$ cat config.mk
export PLATFORM = sky130hd
export DESIGN_NAME = hazard_stall_ctrl_flat
export DESIGN_NICKNAME = d
export VERILOG_FILES = /design/src/rtl/hazard_stall_ctrl_pkg.sv /design/src/rtl/hazard_stall_ctrl_if.sv /design/src/rtl/hazard_stall_ctrl_wr_tag_pipe.sv /design/src/rtl/hazard_stall_ctrl.sv /design/src/flat_wrapper.sv
export SDC_FILE = /design/constraint.sdc
export NUM_CORES = 1
export LEC_CHECK = 0
export CORE_MARGIN = 2
export CORE_UTILIZATION = 35
export DETAILED_ROUTE_END_ITERATION = 6
export MAX_ROUTING_LAYER = met4
export PLACE_DENSITY = 0.79
export SYNTH_ARGS = -nofsm -noshare
export SYNTH_HDL_FRONTEND = slang
export SYNTH_HIERARCHICAL = 1
export SYNTH_SLANG_ARGS = --single-unit
$ cat constraint.sdc
create_clock -name clk_i -period 1.1 [get_ports clk_i]
set_input_delay 0.11 -clock clk_i [delete_from_list [all_inputs] [get_ports clk_i]]
set_output_delay 0.11 -clock clk_i [all_outputs]
set_load 0.02 [all_outputs]
$ cat src/rtl/hazard_stall_ctrl_pkg.sv
// ---------------------------------------------------------------------------
// hazard_stall_ctrl_pkg
// Shared types and constants for the hazard stall controller.
//   REG_ADDR_W    : register-file address width
//   X0_ADDR       : hard-wired zero register; writes to it never create hazards
//   wr_tag_t      : destination tag {addr, sig} carried down EX/MEM/WB
//   BUBBLE_TAG    : tag of an inserted NOP (addr 0, no write)
//   stall_state_t : controller FSM states (RUN, STALL)
// ---------------------------------------------------------------------------
package hazard_stall_ctrl_pkg;

  localparam int REG_ADDR_W = 5;
  localparam logic [REG_ADDR_W-1:0] X0_ADDR = '0;

  typedef struct packed {
    logic [REG_ADDR_W-1:0] addr;
    logic                  sig;
  } wr_tag_t;

  localparam wr_tag_t BUBBLE_TAG = '{addr: X0_ADDR, sig: 1'b0};

  typedef enum logic {
    RUN   = 1'b0,
    STALL = 1'b1
  } stall_state_t;

  // A write to x0 is architecturally a no-op, so it travels down the pipe
  // as a bubble and the detector never matches on it.
  function automatic wr_tag_t apply_x0(input logic [REG_ADDR_W-1:0] addr,
                                       input logic                  sig);
    wr_tag_t tag;
    if (addr == X0_ADDR) begin
      tag = BUBBLE_TAG;
    end else begin
      tag.addr = addr;
      tag.sig  = sig;
    end
    return tag;
  endfunction

endpackage

$ cat src/rtl/hazard_stall_ctrl_if.sv
// ---------------------------------------------------------------------------
// hazard_stall_ctrl_if
// Bundle between the core pipeline (master) and the stall controller (slave).
//   master drives : id_reg_wr_addr_i, id_reg_wr_sig_i, hazard_detected_i, flush_i
//   slave drives  : EX/MEM/WB write tags, pc_hold_o, if_id_hold_o,
//                   if_id_flush_o, id_ex_bubble_o, stall_err_o, stall_cnt_o
// PERF_W sizes stall_cnt_o (only counts when HAZARD_STALL_PERF_EN is defined).
// ---------------------------------------------------------------------------
interface hazard_stall_ctrl_if #(
  parameter int PERF_W = 32
);
  import hazard_stall_ctrl_pkg::*;

  logic [REG_ADDR_W-1:0] id_reg_wr_addr_i;
  logic                  id_reg_wr_sig_i;
  logic                  hazard_detected_i;
  logic                  flush_i;

  logic [REG_ADDR_W-1:0] ex_reg_wr_addr_o;
  logic                  ex_reg_wr_sig_o;
  logic [REG_ADDR_W-1:0] mem_reg_wr_addr_o;
  logic                  mem_reg_wr_sig_o;
  logic [REG_ADDR_W-1:0] wb_reg_wr_addr_o;
  logic                  wb_reg_wr_sig_o;
  logic                  pc_hold_o;
  logic                  if_id_hold_o;
  logic                  if_id_flush_o;
  logic                  id_ex_bubble_o;
  logic                  stall_err_o;
  logic [PERF_W-1:0]     stall_cnt_o;

  modport master (
    output id_reg_wr_addr_i, id_reg_wr_sig_i, hazard_detected_i, flush_i,
    input  ex_reg_wr_addr_o, ex_reg_wr_sig_o, mem_reg_wr_addr_o, mem_reg_wr_sig_o,
           wb_reg_wr_addr_o, wb_reg_wr_sig_o, pc_hold_o, if_id_hold_o,
           if_id_flush_o, id_ex_bubble_o, stall_err_o, stall_cnt_o
  );

  modport slave (
    input  id_reg_wr_addr_i, id_reg_wr_sig_i, hazard_detected_i, flush_i,
    output ex_reg_wr_addr_o, ex_reg_wr_sig_o, mem_reg_wr_addr_o, mem_reg_wr_sig_o,
           wb_reg_wr_addr_o, wb_reg_wr_sig_o, pc_hold_o, if_id_hold_o,
           if_id_flush_o, id_ex_bubble_o, stall_err_o, stall_cnt_o
  );

endinterface

$ cat src/rtl/hazard_stall_ctrl_wr_tag_pipe.sv
// ---------------------------------------------------------------------------
// wr_tag_pipe
// Three-stage destination-tag shift register (EX -> MEM -> WB) with bubble
// insertion at the EX entry.
//   clk, rst_n : clock, asynchronous active-low reset
//   bubble     : load BUBBLE_TAG into EX instead of id_tag
//   id_tag     : ID-stage tag, x0 rule already applied
//   ex_tag, mem_tag, wb_tag : registered stage tags
// ---------------------------------------------------------------------------
module wr_tag_pipe
  import hazard_stall_ctrl_pkg::*;
(
  input  logic    clk,
  input  logic    rst_n,
  input  logic    bubble,
  input  wr_tag_t id_tag,
  output wr_tag_t ex_tag,
  output wr_tag_t mem_tag,
  output wr_tag_t wb_tag
);

  always_ff @(posedge clk or negedge rst_n) begin
    if (!rst_n) begin
      ex_tag  <= BUBBLE_TAG;
      mem_tag <= BUBBLE_TAG;
      wb_tag  <= BUBBLE_TAG;
    end else begin
      wb_tag  <= mem_tag;
      mem_tag <= ex_tag;
      ex_tag  <= bubble ? BUBBLE_TAG : id_tag;
    end
  end

endmodule

$ cat src/rtl/hazard_stall_ctrl.sv
// ---------------------------------------------------------------------------
// hazard_stall_ctrl
// Stall/bubble/flush control for IF/ID, destination-tag pipeline for the
// hazard detector, and a watchdog on consecutive stall cycles.
//   clk_i, rst_n_i : core clock, asynchronous active-low reset
//   bus (slave)    : ID tag + hazard/flush in; EX/MEM/WB tags, hold/flush/
//                    bubble controls, sticky stall_err_o, stall_cnt_o out
// Optional macro HAZARD_STALL_PERF_EN: builds a free-running PERF_W-bit count
// of stalled cycles on stall_cnt_o; otherwise stall_cnt_o is tied to 0.
// ---------------------------------------------------------------------------
module hazard_stall_ctrl
  import hazard_stall_ctrl_pkg::*;
#(
  parameter int MAX_STALL = 3,
  parameter int SCNT_W    = 2,
  parameter int PERF_W    = 32
) (
  input logic              clk_i,
  input logic              rst_n_i,
  hazard_stall_ctrl_if.slave bus
);

  localparam logic [SCNT_W-1:0] CNT_MAX  = {SCNT_W{1'b1}};
  localparam logic [SCNT_W-1:0] CNT_TRIP = SCNT_W'(MAX_STALL);

  logic         stall;
  logic         bubble;
  wr_tag_t      id_tag;
  wr_tag_t      ex_tag;
  wr_tag_t      mem_tag;
  wr_tag_t      wb_tag;

  stall_state_t state;
  stall_state_t state_next;
  logic [SCNT_W-1:0] cnt;
  logic [SCNT_W-1:0] cnt_next;
  logic         err;
  logic         err_next;

  // Flush wins over hazard: the instruction being killed must not stall.
  assign stall  = bus.hazard_detected_i & ~bus.flush_i;
  assign bubble = bus.hazard_detected_i | bus.flush_i;
  assign id_tag = apply_x0(bus.id_reg_wr_addr_i, bus.id_reg_wr_sig_i);

  assign bus.if_id_flush_o  = bus.flush_i;
  assign bus.pc_hold_o      = stall;
  assign bus.if_id_hold_o   = stall;
  assign bus.id_ex_bubble_o = bubble;

  wr_tag_pipe u_tag_pipe (
    .clk     (clk_i),
    .rst_n   (rst_n_i),
    .bubble  (bubble),
    .id_tag  (id_tag),
    .ex_tag  (ex_tag),
    .mem_tag (mem_tag),
    .wb_tag  (wb_tag)
  );

  assign bus.ex_reg_wr_addr_o  = ex_tag.addr;
  assign bus.ex_reg_wr_sig_o   = ex_tag.sig;
  assign bus.mem_reg_wr_addr_o = mem_tag.addr;
  assign bus.mem_reg_wr_sig_o  = mem_tag.sig;
  assign bus.wb_reg_wr_addr_o  = wb_tag.addr;
  assign bus.wb_reg_wr_sig_o   = wb_tag.sig;
  assign bus.stall_err_o       = err;

  always_ff @(posedge clk_i or negedge rst_n_i) begin
    if (!rst_n_i) begin
      state <= RUN;
      cnt   <= '0;
      err   <= 1'b0;
    end else begin
      state <= state_next;
      cnt   <= cnt_next;
      err   <= err_next;
    end
  end

  // Three bubbles drain EX/MEM/WB, so a stall still asserted after
  // MAX_STALL cycles means the detector is stuck; the error is sticky.
  always_comb begin
    state_next = state;
    cnt_next   = cnt;
    err_next   = err;
    case (state)
      RUN: begin
        if (stall) begin
          state_next = STALL;
          cnt_next   = SCNT_W'(1);
        end
      end
      STALL: begin
        if (stall) begin
          if (cnt != CNT_MAX) begin
            cnt_next = cnt + SCNT_W'(1);
          end
          if (cnt == CNT_TRIP) begin
            err_next = 1'b1;
          end
        end else begin
          state_next = RUN;
          cnt_next   = '0;
        end
      end
    endcase
  end

`ifdef HAZARD_STALL_PERF_EN
  logic [PERF_W-1:0] perf_cnt;

  always_ff @(posedge clk_i or negedge rst_n_i) begin
    if (!rst_n_i) begin
      perf_cnt <= '0;
    end else if (stall) begin
      perf_cnt <= perf_cnt + PERF_W'(1);
    end
  end

  assign bus.stall_cnt_o = perf_cnt;
`else
  assign bus.stall_cnt_o = {PERF_W{1'b0}};
`endif

endmodule

$ cat src/flat_wrapper.sv
// flat-port wrapper written by rule: the top's interface ports become plain ports
module hazard_stall_ctrl_flat import hazard_stall_ctrl_pkg::*;
#(
  parameter int MAX_STALL = 3,
  parameter int SCNT_W    = 2,
  parameter int PERF_W    = 32
)
  (clk_i, rst_n_i, bus_id_reg_wr_addr_i, bus_id_reg_wr_sig_i, bus_hazard_detected_i, bus_flush_i, bus_ex_reg_wr_addr_o, bus_ex_reg_wr_sig_o, bus_mem_reg_wr_addr_o, bus_mem_reg_wr_sig_o, bus_wb_reg_wr_addr_o, bus_wb_reg_wr_sig_o, bus_pc_hold_o, bus_if_id_hold_o, bus_if_id_flush_o, bus_id_ex_bubble_o, bus_stall_err_o, bus_stall_cnt_o);
  hazard_stall_ctrl_if #(.PERF_W(PERF_W)) bus_i ();
  input logic clk_i;
  input logic rst_n_i;
  input wire logic [$bits(bus_i.id_reg_wr_addr_i)-1:0] bus_id_reg_wr_addr_i;
  input wire logic [$bits(bus_i.id_reg_wr_sig_i)-1:0] bus_id_reg_wr_sig_i;
  input wire logic [$bits(bus_i.hazard_detected_i)-1:0] bus_hazard_detected_i;
  input wire logic [$bits(bus_i.flush_i)-1:0] bus_flush_i;
  output wire logic [$bits(bus_i.ex_reg_wr_addr_o)-1:0] bus_ex_reg_wr_addr_o;
  output wire logic [$bits(bus_i.ex_reg_wr_sig_o)-1:0] bus_ex_reg_wr_sig_o;
  output wire logic [$bits(bus_i.mem_reg_wr_addr_o)-1:0] bus_mem_reg_wr_addr_o;
  output wire logic [$bits(bus_i.mem_reg_wr_sig_o)-1:0] bus_mem_reg_wr_sig_o;
  output wire logic [$bits(bus_i.wb_reg_wr_addr_o)-1:0] bus_wb_reg_wr_addr_o;
  output wire logic [$bits(bus_i.wb_reg_wr_sig_o)-1:0] bus_wb_reg_wr_sig_o;
  output wire logic [$bits(bus_i.pc_hold_o)-1:0] bus_pc_hold_o;
  output wire logic [$bits(bus_i.if_id_hold_o)-1:0] bus_if_id_hold_o;
  output wire logic [$bits(bus_i.if_id_flush_o)-1:0] bus_if_id_flush_o;
  output wire logic [$bits(bus_i.id_ex_bubble_o)-1:0] bus_id_ex_bubble_o;
  output wire logic [$bits(bus_i.stall_err_o)-1:0] bus_stall_err_o;
  output wire logic [$bits(bus_i.stall_cnt_o)-1:0] bus_stall_cnt_o;
  assign bus_i.id_reg_wr_addr_i = bus_id_reg_wr_addr_i;
  assign bus_i.id_reg_wr_sig_i = bus_id_reg_wr_sig_i;
  assign bus_i.hazard_detected_i = bus_hazard_detected_i;
  assign bus_i.flush_i = bus_flush_i;
  assign bus_ex_reg_wr_addr_o = bus_i.ex_reg_wr_addr_o;
  assign bus_ex_reg_wr_sig_o = bus_i.ex_reg_wr_sig_o;
  assign bus_mem_reg_wr_addr_o = bus_i.mem_reg_wr_addr_o;
  assign bus_mem_reg_wr_sig_o = bus_i.mem_reg_wr_sig_o;
  assign bus_wb_reg_wr_addr_o = bus_i.wb_reg_wr_addr_o;
  assign bus_wb_reg_wr_sig_o = bus_i.wb_reg_wr_sig_o;
  assign bus_pc_hold_o = bus_i.pc_hold_o;
  assign bus_if_id_hold_o = bus_i.if_id_hold_o;
  assign bus_if_id_flush_o = bus_i.if_id_flush_o;
  assign bus_id_ex_bubble_o = bus_i.id_ex_bubble_o;
  assign bus_stall_err_o = bus_i.stall_err_o;
  assign bus_stall_cnt_o = bus_i.stall_cnt_o;
  hazard_stall_ctrl #(.MAX_STALL(MAX_STALL), .SCNT_W(SCNT_W), .PERF_W(PERF_W)) u_core (.clk_i(clk_i), .rst_n_i(rst_n_i), .bus(bus_i));
endmodule
==> results.md <==
* Gr usage total at 9.37%
* Share of cells above drive strength 1 at ~30%
* Die Wd at 56.8 microns
* Final period util at 96.3%
* Num rows at 19
* Detailed Routing Iterations Pass 1 at 1
* Drc violations at 0
* H-tree levels at 1
* Clk sinks at 22
* Status: completed
* Worst setup endpoint: bus_stall_err_o
* FF-to-FF Start: u_core/cnt[0]
* Largest net degree at the start of global routing at 23
* Count of cell types in the netlist at 17
* Crit-path slowest cell: dfrtp_1
* HPWL after DPL at roughly 1200 microns
* Levels on crit path at 1
* DR WL/cell at 10.4 microns
* Cell chain of the critical path: clkdlybuf4s15_2
* CTS clk-pin slew, worst paths at 0.11 ns
* Total global routing overflow at 0
* Max incr delay on CP at 0.40 ns
* Crit path from: u_core/bus.stall_err_o
* CP Max Fanout at 2
* Worst slack at placement at -0.482 ns
* Hold Path Class: in2reg
* Largest cells by area after synthesis: dfrtp_1, buf_4, nor2b_1
* Fin Hold WS at roughly 0.064 ns
* PwrDens at 1520 nW/um^2
* Yosys reg bits at 22
* Critical Path Sink Type: primary output
* Synthesized area at 975 sq um
* Setup slack, reg-to-reg at approximately 0.060 ns
* Crit Path Category: reg2out
* PortBufs at 32
* Bufs on Longest Clock Path at 2
* Critical R2R Capture: u_core/cnt[1]
* ANT cells at 0
* Starting DRT DRC Count at 0
* Reg2reg path depth at 3
* Vias in the first global route at 455
* Final setup fails at 0
* Startpoint Class: register
* Final Util at 43.4%
* Initial antenna violation count at 0
* Setup ws final at between 0.04 and 0.05 ns
* Antenna-violating nets left at 0
* Cts hold-fix bufs at 0
* Via-to-Cell Ratio at between 3 and 4
* Routed Wire Length at 1500 microns
* Max-slew violations at 0
* Nets at 125
* Post-synthesis average cell area at about 12 sq um
* Synth Instances at 81
* F_max at 944 MHz
* Worst Clk Skew at about 0.0015 ns
* Final instance area at 1180 sq um
* Synth top area share at between 50% and 60%
* Max_cap viols at 0
* DR vias at 557
* Routability cong. at 0.743
* Max VDD drop at 0.850 mV
* Post-synthesis sequential area ratio at 56.5%
* Critical Path AT at 0.95 ns
* CTS tree: built
* Lkg Pwr at 0.661 nW
* Syn. warnings at 6
* Hold path cells at 2
* Crit path max-delay family: flip-flops
* Area grow syn2layout at 20.8%
* Worst-skew pair later-pin latency at 0.30 ns
* Minimum clock period at ~1.1 ns
* Worst Path Required at 0.99 ns
* Num ports at 65
* Die area at 3220 sq um
* RSZ-0062 raised after global routing: no
* Cts bufs inserted at 3
* Starting Density at around 36%
* Core area at around 2700 sq um
* Cell taking the most area after synthesis: dfrtp_1
* Final Hold Viols at 0
* Chip Height at 56.8 microns
* Global-route wire length before repair at between 2000 and 2500 microns
* Buffers plus inverters on the worst setup path at 1
* DP Area at 1190 sq um
* Root Driver: clkbuf_4
-- power breakdown --
| part | internal (mW) | total, mW | switching, mW |
|---|---|---|---|
| clock network | 0.368 | 0.599 | 0.231 |
| registers | 0.850 | 0.873 | 0.0233 |
| logic | 0.101 | 0.312 | 0.210 |
| total | 1.32 | 1.78 | 0.465 |
-- registers in the layout (all words and copies together) (netlist names) --
name                       count
u_core/bus.stall_err_o         1
u_core/u_tag_pipe/ex_tag       6
u_core/state                   1
u_core/u_tag_pipe/wb_tag       6
u_core/u_tag_pipe/mem_tag      6
u_core/cnt                     2
-- cells by family (layout without fill, tap and decap cells) --
group                    Yosys count  count (layout)  share of synthesized area, %
multiplexers                       1               1                          1.03
adder cells (fa/ha/maj)            1               1                          1.28
buffers and inverters             39              40                          28.8
other                              1              32                         0.385
flip-flops                        22              22                          56.5
XOR/XNOR                           1               1                         0.899
AO/OA/AOI/OAI                      4               4                          3.21
AND/OR/NAND/NOR                   12              12                          7.96
-- cell usage in the layout (no fill, tap or decap) --
cell             synthesis  routed
clkbuf_2                 0       5
mux2i_1                  1       1
conb_1                   1      32
or4_1                    1       1
ha_2                     0       1
nor2b_1                  8       7
a31o_2                   1       1
a2bb2oi_1                1       1
clkdlybuf4s50_1          0       4
xor2_1                   1       1
or2_4                    0       1
clkdlybuf4s15_2          0       4
nor2b_2                  0       1
nand2b_1                 1       1
dlymetal6s2s_1           0       2
dlygate4sd2_1            0       4
dfrtp_1                 22      22
buf_2                    0      12
clkbuf_4                 0       3
buf_4                   34       5
nand3b_1                 1       1
o22ai_1                  1       1
bufinv_16                0       1
o21a_1                   1       1
-- through the flow --
stage	total power, mW	setup TNS [ns]	cells
after floorplan	1.18	0	112
after global placement	1.22	-2.52	139
after detailed placement	1.23	-3.00	139
after CTS	1.82	0	143
after global routing	1.87	0	144
final	1.78	0	144
-- final cells by class --
type	count	area, sq um
well taps	31	38.8
clock inverters	1	30.0
multi-input cells	51	268
flip-flops and latches	22	551
repair buffers	36	268
fillers	274	1530
clock buffers	3	22.5
-- layer usage --
layer / wire length, microns / up-vias / global-route usage (%) / part of all wire [%]
met5: 0 / - / - / 0
met4: 31 / 0 / 4.98 / 2.1
met3: 195 / 4 / 2.76 / 13
met2: 782 / 41 / 16.1 / 52
met1: 492 / 261 / 9.54 / 33
li1: - / 251 / - / -
-- cell usage after synthesis --
library cell    n
a2bb2oi_1       1
a31o_2          1
buf_4          34
clkbuf_1        4
conb_1          1
dfrtp_1        22
dlygate4sd3_1   1
ha_1            1
mux2i_1         1
nand2b_1        1
nand3b_1        1
nor2b_1         8
o21a_1          1
o22ai_1         1
or2_2           1
or4_1           1
xor2_1          1
-- how the worst min path moves through the flow --
stage                            startpoint                            to  slack (ns)
3_5_place_dp   u_core/u_tag_pipe/mem_tag[0]   u_core/u_tag_pipe/wb_tag[0]        0.36
6_report            bus_id_reg_wr_addr_i[2]   u_core/u_tag_pipe/ex_tag[3]        0.06
2_1_floorplan                       rst_n_i        u_core/bus.stall_err_o       -0.19
3_3_place_gp    u_core/u_tag_pipe/ex_tag[3]  u_core/u_tag_pipe/mem_tag[3]        0.36
5_1_grt             bus_id_reg_wr_addr_i[2]   u_core/u_tag_pipe/ex_tag[3]        0.05
4_1_cts                             rst_n_i   u_core/u_tag_pipe/wb_tag[1]        0.15
-- timing repair --
item / 4_1_cts / 5_1_grt
pin swaps: 2 / 2
gates resized for setup: 72 / 17
setup endpoints to repair: 24 / 21
endpoints found under the hold margin: 0 / 0
buffers inserted: 0 / 1
(Power assumes the default switching activity.)
